File: config.mk
export PLATFORM = sky130hd
export DESIGN_NAME = traffic_sensor_conditioner
export DESIGN_NICKNAME = d
export VERILOG_FILES = /design/src/rtl/traffic_sensor_conditioner.sv
export SDC_FILE = /design/constraint.sdc
export NUM_CORES = 1
export LEC_CHECK = 0
export CAP_MARGIN = 20
export CORE_MARGIN = 10
export CORE_UTILIZATION = 45
export CTS_BUF_LIST = sky130_fd_sc_hd__clkbuf_16
export CTS_CLUSTER_DIAMETER = 120
export DETAILED_ROUTE_END_ITERATION = 6
export GPL_TIMING_DRIVEN = 1
export PLACE_DENSITY_LB_ADDON = 0.05
export SYNTH_ARGS = -nofsm -noshare
export SYNTH_HDL_FRONTEND = slang
export SYNTH_SLANG_ARGS = --single-unit
File: constraint.sdc
create_clock -name clk -period 1.8 [get_ports clk]
set_input_delay 0.36 -clock clk [delete_from_list [all_inputs] [get_ports clk]]
set_output_delay 0.36 -clock clk [all_outputs]
set_load 0.01 [all_outputs]
File: src/rtl/traffic_sensor_conditioner.sv
// Traffic sensor conditioner: turns raw loop-detector inputs for streets A and B into clean
// car-present flags for the light controller.
// Per channel: 2-flop synchronizer -> stability-count debouncer -> presence FSM with gap-out
// hold, plus a saturating arrival counter.
// Optional stuck-detector fault logic is compiled in when SENSOR_FAULT_EN is defined; without
// it fault_a/fault_b are tied to 0 and STUCK_CYCLES has no effect.
// Channel index 0 is street A, index 1 is street B.

module traffic_sensor_conditioner #(
  parameter int unsigned DEBOUNCE_CYCLES = 4,
  parameter int unsigned HOLD_CYCLES     = 8,
  parameter int unsigned CNT_W           = 8,
  parameter int unsigned STUCK_CYCLES    = 1000
) (
  input  logic             clk,
  input  logic             reset_n,
  input  logic             loop_a,
  input  logic             loop_b,
  input  logic             clr_counts,
  output logic             Sa,
  output logic             Sb,
  output logic [CNT_W-1:0] count_a,
  output logic [CNT_W-1:0] count_b,
  output logic             fault_a,
  output logic             fault_b
);

  localparam int unsigned DbW   = (DEBOUNCE_CYCLES > 1) ? $clog2(DEBOUNCE_CYCLES) : 1;
  localparam int unsigned HoldW = (HOLD_CYCLES > 1) ? $clog2(HOLD_CYCLES) : 1;

  localparam logic [DbW-1:0]   DbLast   = DbW'(DEBOUNCE_CYCLES - 1);
  localparam logic [HoldW-1:0] HoldLast = HoldW'(HOLD_CYCLES - 1);
  localparam logic [CNT_W-1:0] CntMax   = {CNT_W{1'b1}};

  typedef enum logic [1:0] {
    StIdle = 2'd0,
    StOcc  = 2'd1,
    StHold = 2'd2
  } state_e;

  // Synchronizer and debouncer state
  logic [1:0]     s1_q, s1_d;
  logic [1:0]     s2_q, s2_d;
  logic [1:0]     deb_q, deb_d;
  logic [DbW-1:0] db_cnt_q [2];
  logic [DbW-1:0] db_cnt_d [2];

  // Presence FSM and counters
  state_e           state_q [2];
  state_e           state_d [2];
  logic [HoldW-1:0] hold_q  [2];
  logic [HoldW-1:0] hold_d  [2];
  logic [1:0]       sx_q, sx_d;
  logic [CNT_W-1:0] cnt_q   [2];
  logic [CNT_W-1:0] cnt_d   [2];

  // Edge strobes of the debounced level and the per-channel count enable
  logic [1:0] deb_rise;
  logic [1:0] deb_fall;
  logic [1:0] inc_ok;

`ifdef SENSOR_FAULT_EN
  localparam int unsigned StuckW    = (STUCK_CYCLES > 1) ? $clog2(STUCK_CYCLES) : 1;
  localparam logic [StuckW-1:0] StuckLast = StuckW'(STUCK_CYCLES - 1);

  logic [StuckW-1:0] stuck_q [2];
  logic [StuckW-1:0] stuck_d [2];
  logic [1:0]        fault_q, fault_d;
`else
  // Threshold only matters for the fault build; fold it into a dummy to keep lint quiet
  logic unused_stuck_cycles;
  assign unused_stuck_cycles = ^STUCK_CYCLES;
`endif

  // Synchronizer and debouncer next state
  always_comb begin
    s1_d  = {loop_b, loop_a};
    s2_d  = s1_q;
    deb_d = deb_q;
    for (int c = 0; c < 2; c++) begin
      db_cnt_d[c] = db_cnt_q[c];
      if (s2_q[c] == deb_q[c]) begin
        // Any return to the accepted level restarts qualification
        db_cnt_d[c] = '0;
      end else if (db_cnt_q[c] == DbLast) begin
        deb_d[c]    = s2_q[c];
        db_cnt_d[c] = '0;
      end else begin
        db_cnt_d[c] = db_cnt_q[c] + DbW'(1);
      end
    end
    deb_rise = deb_d & ~deb_q;
    deb_fall = deb_q & ~deb_d;
  end

  // Presence FSM, optional stuck detection and arrival counters
  always_comb begin
    inc_ok = 2'b11;
`ifdef SENSOR_FAULT_EN
    fault_d = fault_q;
`endif
    for (int c = 0; c < 2; c++) begin
      state_d[c] = state_q[c];
      hold_d[c]  = hold_q[c];

      unique case (state_q[c])
        StIdle: begin
          if (deb_q[c]) state_d[c] = StOcc;
        end
        StOcc: begin
          if (!deb_q[c]) begin
            state_d[c] = StHold;
            hold_d[c]  = HoldLast;
          end
        end
        StHold: begin
          if (deb_q[c]) begin
            state_d[c] = StOcc;
          end else if (hold_q[c] == '0) begin
            state_d[c] = StIdle;
          end else begin
            hold_d[c] = hold_q[c] - HoldW'(1);
          end
        end
        default: state_d[c] = StIdle;
      endcase

`ifdef SENSOR_FAULT_EN
      stuck_d[c] = stuck_q[c];
      if (!deb_q[c]) begin
        stuck_d[c] = '0;
      end else if (!fault_q[c]) begin
        stuck_d[c] = stuck_q[c] + StuckW'(1);
      end

      if (fault_q[c]) begin
        // Parked in idle until the detector releases; no hold on the way out
        state_d[c] = StIdle;
        inc_ok[c]  = 1'b0;
        if (deb_fall[c]) fault_d[c] = 1'b0;
      end else if (deb_q[c] && (stuck_q[c] == StuckLast)) begin
        fault_d[c] = 1'b1;
        state_d[c] = StIdle;
      end
`else
      if (deb_fall[c]) begin
        // Falling edge is handled by the FSM through deb_q
      end
`endif

      sx_d[c] = (state_d[c] != StIdle);

      cnt_d[c] = cnt_q[c];
      if (clr_counts) begin
        cnt_d[c] = '0;
      end else if (deb_rise[c] && inc_ok[c] && (cnt_q[c] != CntMax)) begin
        cnt_d[c] = cnt_q[c] + CNT_W'(1);
      end
    end
  end

  // State registers, all cleared asynchronously
  always_ff @(posedge clk or negedge reset_n) begin
    if (!reset_n) begin
      s1_q  <= '0;
      s2_q  <= '0;
      deb_q <= '0;
      sx_q  <= '0;
      for (int c = 0; c < 2; c++) begin
        db_cnt_q[c] <= '0;
        state_q[c]  <= StIdle;
        hold_q[c]   <= '0;
        cnt_q[c]    <= '0;
      end
    end else begin
      s1_q  <= s1_d;
      s2_q  <= s2_d;
      deb_q <= deb_d;
      sx_q  <= sx_d;
      for (int c = 0; c < 2; c++) begin
        db_cnt_q[c] <= db_cnt_d[c];
        state_q[c]  <= state_d[c];
        hold_q[c]   <= hold_d[c];
        cnt_q[c]    <= cnt_d[c];
      end
    end
  end

`ifdef SENSOR_FAULT_EN
  // Stuck-detector registers
  always_ff @(posedge clk or negedge reset_n) begin
    if (!reset_n) begin
      fault_q <= '0;
      for (int c = 0; c < 2; c++) begin
        stuck_q[c] <= '0;
      end
    end else begin
      fault_q <= fault_d;
      for (int c = 0; c < 2; c++) begin
        stuck_q[c] <= stuck_d[c];
      end
    end
  end

  assign fault_a = fault_q[0];
  assign fault_b = fault_q[1];
`else
  assign fault_a = 1'b0;
  assign fault_b = 1'b0;
`endif

  assign Sa      = sx_q[0];
  assign Sb      = sx_q[1];
  assign count_a = cnt_q[0];
  assign count_b = cnt_q[1];

endmodule
==> summary.md <==
| Metric | Value |
|---|---|
| Post-CTS Resized | `0` |
| CP max-delay cell | `clkdlybuf4s50_1` |
| RR Startpoint | `db_cnt_q[2]` |
| DR vias/cell | `5.45` |
| Wire length on met1 | `1610 um` |
| Seq/Total Area, Yosys | `0.493` |
| CTS Hold Bufs | `0` |
| # IOs | `25` |
| Adder-Cell Fraction of Synth Area | `0.0519` |
| Worst EP required | `1440 ps` |
| Ratio of cells with drive above 1 in the final layout | `0.0654` |
| Yosys top cell area share | `0.493` |
| Max layer used | `met4` |
| RSZ-0062 raised after global routing | `false` |
| Drt first pass iters | `4` |
| Peak VDD IR | `0.572 mV` |
| Clock share of power | `0.299` |
| Power Total | `0.00270 W` |
| Worst-Skew Late Latency | `270 ps` |
| Post-synthesis mux area share | `0.0260` |
| Seq cells post-synth | `38` |
| Tmin final | `1680 ps` |
| Final GP Congestion | `0.818` |
| Fraction of the mapped netlist area in compound gates | `0.122` |
| Worst-path maximum fanout | `7` |
| Sw Pwr | `0.000835 W` |
| Most frequent cells in the layout | `dfrtp_1 (38), nor2_1 (24), clkdlybuf4s50_1 (21)` |
| CP endpoint kind | `output pin` |
| Initial Util | `0.472` |
| Post-Syn Area | `1930 um2` |
| Total Die Area | `7300 um2` |
| Max Clock Skew | `1.49 ps` |
| Max-cap check violation count | `0` |
| Initial antenna violation count | `0` |
| Buf/Inv on CP | `1` |
| Status | `finished clean` |
| Core ar. | `4090 um2` |
| DRC | `0` |
| Ant diodes | `0` |
| EDFF count, synth | `0` |
| PwrDens | `1170 nW/um2` |
| Area leader, netlist | `dfrtp_1` |
| Synth unique cells | `44` |
| Post-CTS setup buffer count | `0` |
| XOR/XNOR Fraction of Synth Area | `0.0318` |
| Die Wd | `85.5 um` |
| FF-to-FF End | `count_a[5]` |
| Die height | `85.5 um` |
| Int Power | `0.00186 W` |
| Max Root-Sink Buffers | `2` |
| Nets | `226` |
| Post-synthesis simple-gate area fraction | `0.221` |
| Count of buffers from port buffering | `22` |
| Pin count of the biggest net entering global routing | `21` |
| Syn_area_per_cell | `10.0 um2` |
| Std-Cell Rows | `23` |
| DR WL met3 | `229 um` |
| Fraction of registers with async set/reset | `1.00` |
| Number of global-route vias before repair | `1384` |
| Main combinational cell family by area after synthesis | `simple AND/OR/NAND/NOR gates` |
| Placed cell area | `2160 um2` |
| Relative slew slack | `0.651` |
| Post-route cell area | `2300 um2` |
| DR iter-0 viols | `69` |
| CP arrival | `1320 ps` |
| Final Hold Vio Count | `0` |
| Combinational Power Share | `0.246` |
| Flop2flop setup slack | `260 ps` |
| Worst Max-Slew Pin Slew | `524 ps` |
| CTS Buf Count | `5` |
| Setup CP Type | `flip-flop to output pin` |
| CP Launch Type | `flip-flop` |
| Most common cell after layout, fill and taps aside | `dfrtp_1` |
| Ys Warns | `0` |
| Post-synthesis cell count | `192` |
| Final hold slack | `51.4 ps` |
| Setup violators final | `0` |
| Clk slew on worst S/H paths | `50 ps` |
| First-pass GRT wire length | `6330 um` |
| Metal2 WL | `1800 um` |
| Final ANT Viol Nets | `0` |
| Worst Hold Class | `primary input to async pin` |
| Area Growth Syn to Fin | `19.3%` |
| Placed cell count | `256` |
| Fin. max-slew vios | `0` |
| Routed len/inst | `14.0 um` |
| Sequential group share of total power | `0.454` |
| Logic depth of the worst path, buffers included | `1` |
| Period utilization | `0.932` |
| CTS tree | `done` |
| Top post-synthesis cells by area | `dfrtp_1 (49%), ha_1 (5.2%), nor2_1 (4.7%)` |
| GRT Util Overall | `0.105` |
| Setup TNS | `0 ps` |
| Final non-filler cell total | `264` |
| Crit path max-delay family | `buffers and inverters` |
| Sw frac | `0.309` |
| Fmax | `596 MHz` |
| Reg2Reg Depth | `5` |
| WL final | `3710 um` |
| Max incr delay on CP | `580 ps` |
| Grt ovf | `0` |
| DP Wirelength | `2780 um` |
| Count of clock tree sinks | `38` |
| CP Cell Sequence | `clkdlybuf4s50_1` |
| Most used DFF post-synth | `dfrtp_1` |
| H-Tree Level Count | `2` |
| Root buffer cell | `clkbuf_16` |
| Via count | `1438` |
| Leak | `1.06 nW` |
[registers in the layout, summed over array words and instances, names as in the netlist]
name / flops
s1_q: 2
count_b: 8
db_cnt_q: 4
hold_q: 6
count_a: 8
s2_q: 2
sx_q: 2
state_q: 4
deb_q: 2
[cells in the mapped netlist (all sizes together) (5+ instances only)]
library cell	count
ha	8
mux2i	5
nor3	7
nor2b	6
dfrtp	38
a21oi	8
xor2	5
buf	6
nand2b	7
nor2	24
o21ai	8
nand2	15
inv	7
[cell families after synthesis]
kind of cell	Yosys count
muxes	5
xor gates and xnor gates	7
adders and majority gates	8
DFF	38
AOI/OAI and AO/OA	34
buffers and inverters	18
and+or+nand+nor	81
other	1
[power by group through the flow]
stage	logic (W)	registers [W]	clock network, W
after floorplan	0.000624	0.00112	0
after global placement	0.000638	0.00123	0
after detailed placement	0.000671	0.00124	0
after CTS	0.000678	0.00122	0.000830
after global routing	0.000761	0.00125	0.000870
final	0.000664	0.00123	0.000808
[metal layers]
metal / up-vias / track usage
li1: 707 / -
met1: 694 / 0.117
met2: 30 / 0.172
met3: 7 / 0.0382
met4: 0 / 0.0494
met5: - / 0
[through the flow]
stage / setup slack [ps] / util
2_1_floorplan: 396 / -
4_1_cts: 112 / 0.563
3_5_place_dp: 304 / 0.529
6_report: 123 / 0.563
5_1_grt: 62.1 / 0.563
3_3_place_gp: 331 / 0.529
[area by class of cell]
type / count / area [um2]
Timing Repair Buffer: 24 / 243
Tap cell: 50 / 62.6
Sequential cell: 38 / 951
Clock buffer: 5 / 125
Fill cell: 374 / 1790
Inverter: 7 / 26.3
Multi-Input combinational cell: 137 / 881
Clock inverter: 3 / 12.5
[worst max-delay path by stage]
| stage | startpoint | endpoint | slack, ps |
|---|---|---|---|
| global placement | db_cnt_q[2] | count_a[5] | 330 |
| finish | count_a[4] | count_a[4] | 120 |
| floorplan | count_b[0] | count_b[4] | 400 |
| CTS | count_a[4] | count_a[4] | 110 |
| global route | count_a[4] | count_a[4] | 60 |
| detailed placement | db_cnt_q[2] | count_a[5] | 300 |
[worst register-to-register path, cell delays in order (launching register included)]
cell and delay (ps):
dfrtp_1 350, ha_1 200, and3b_1 340, o21ai_4 120, or3_1 320, a21oi_1 140
(Power assumes the default switching activity.)
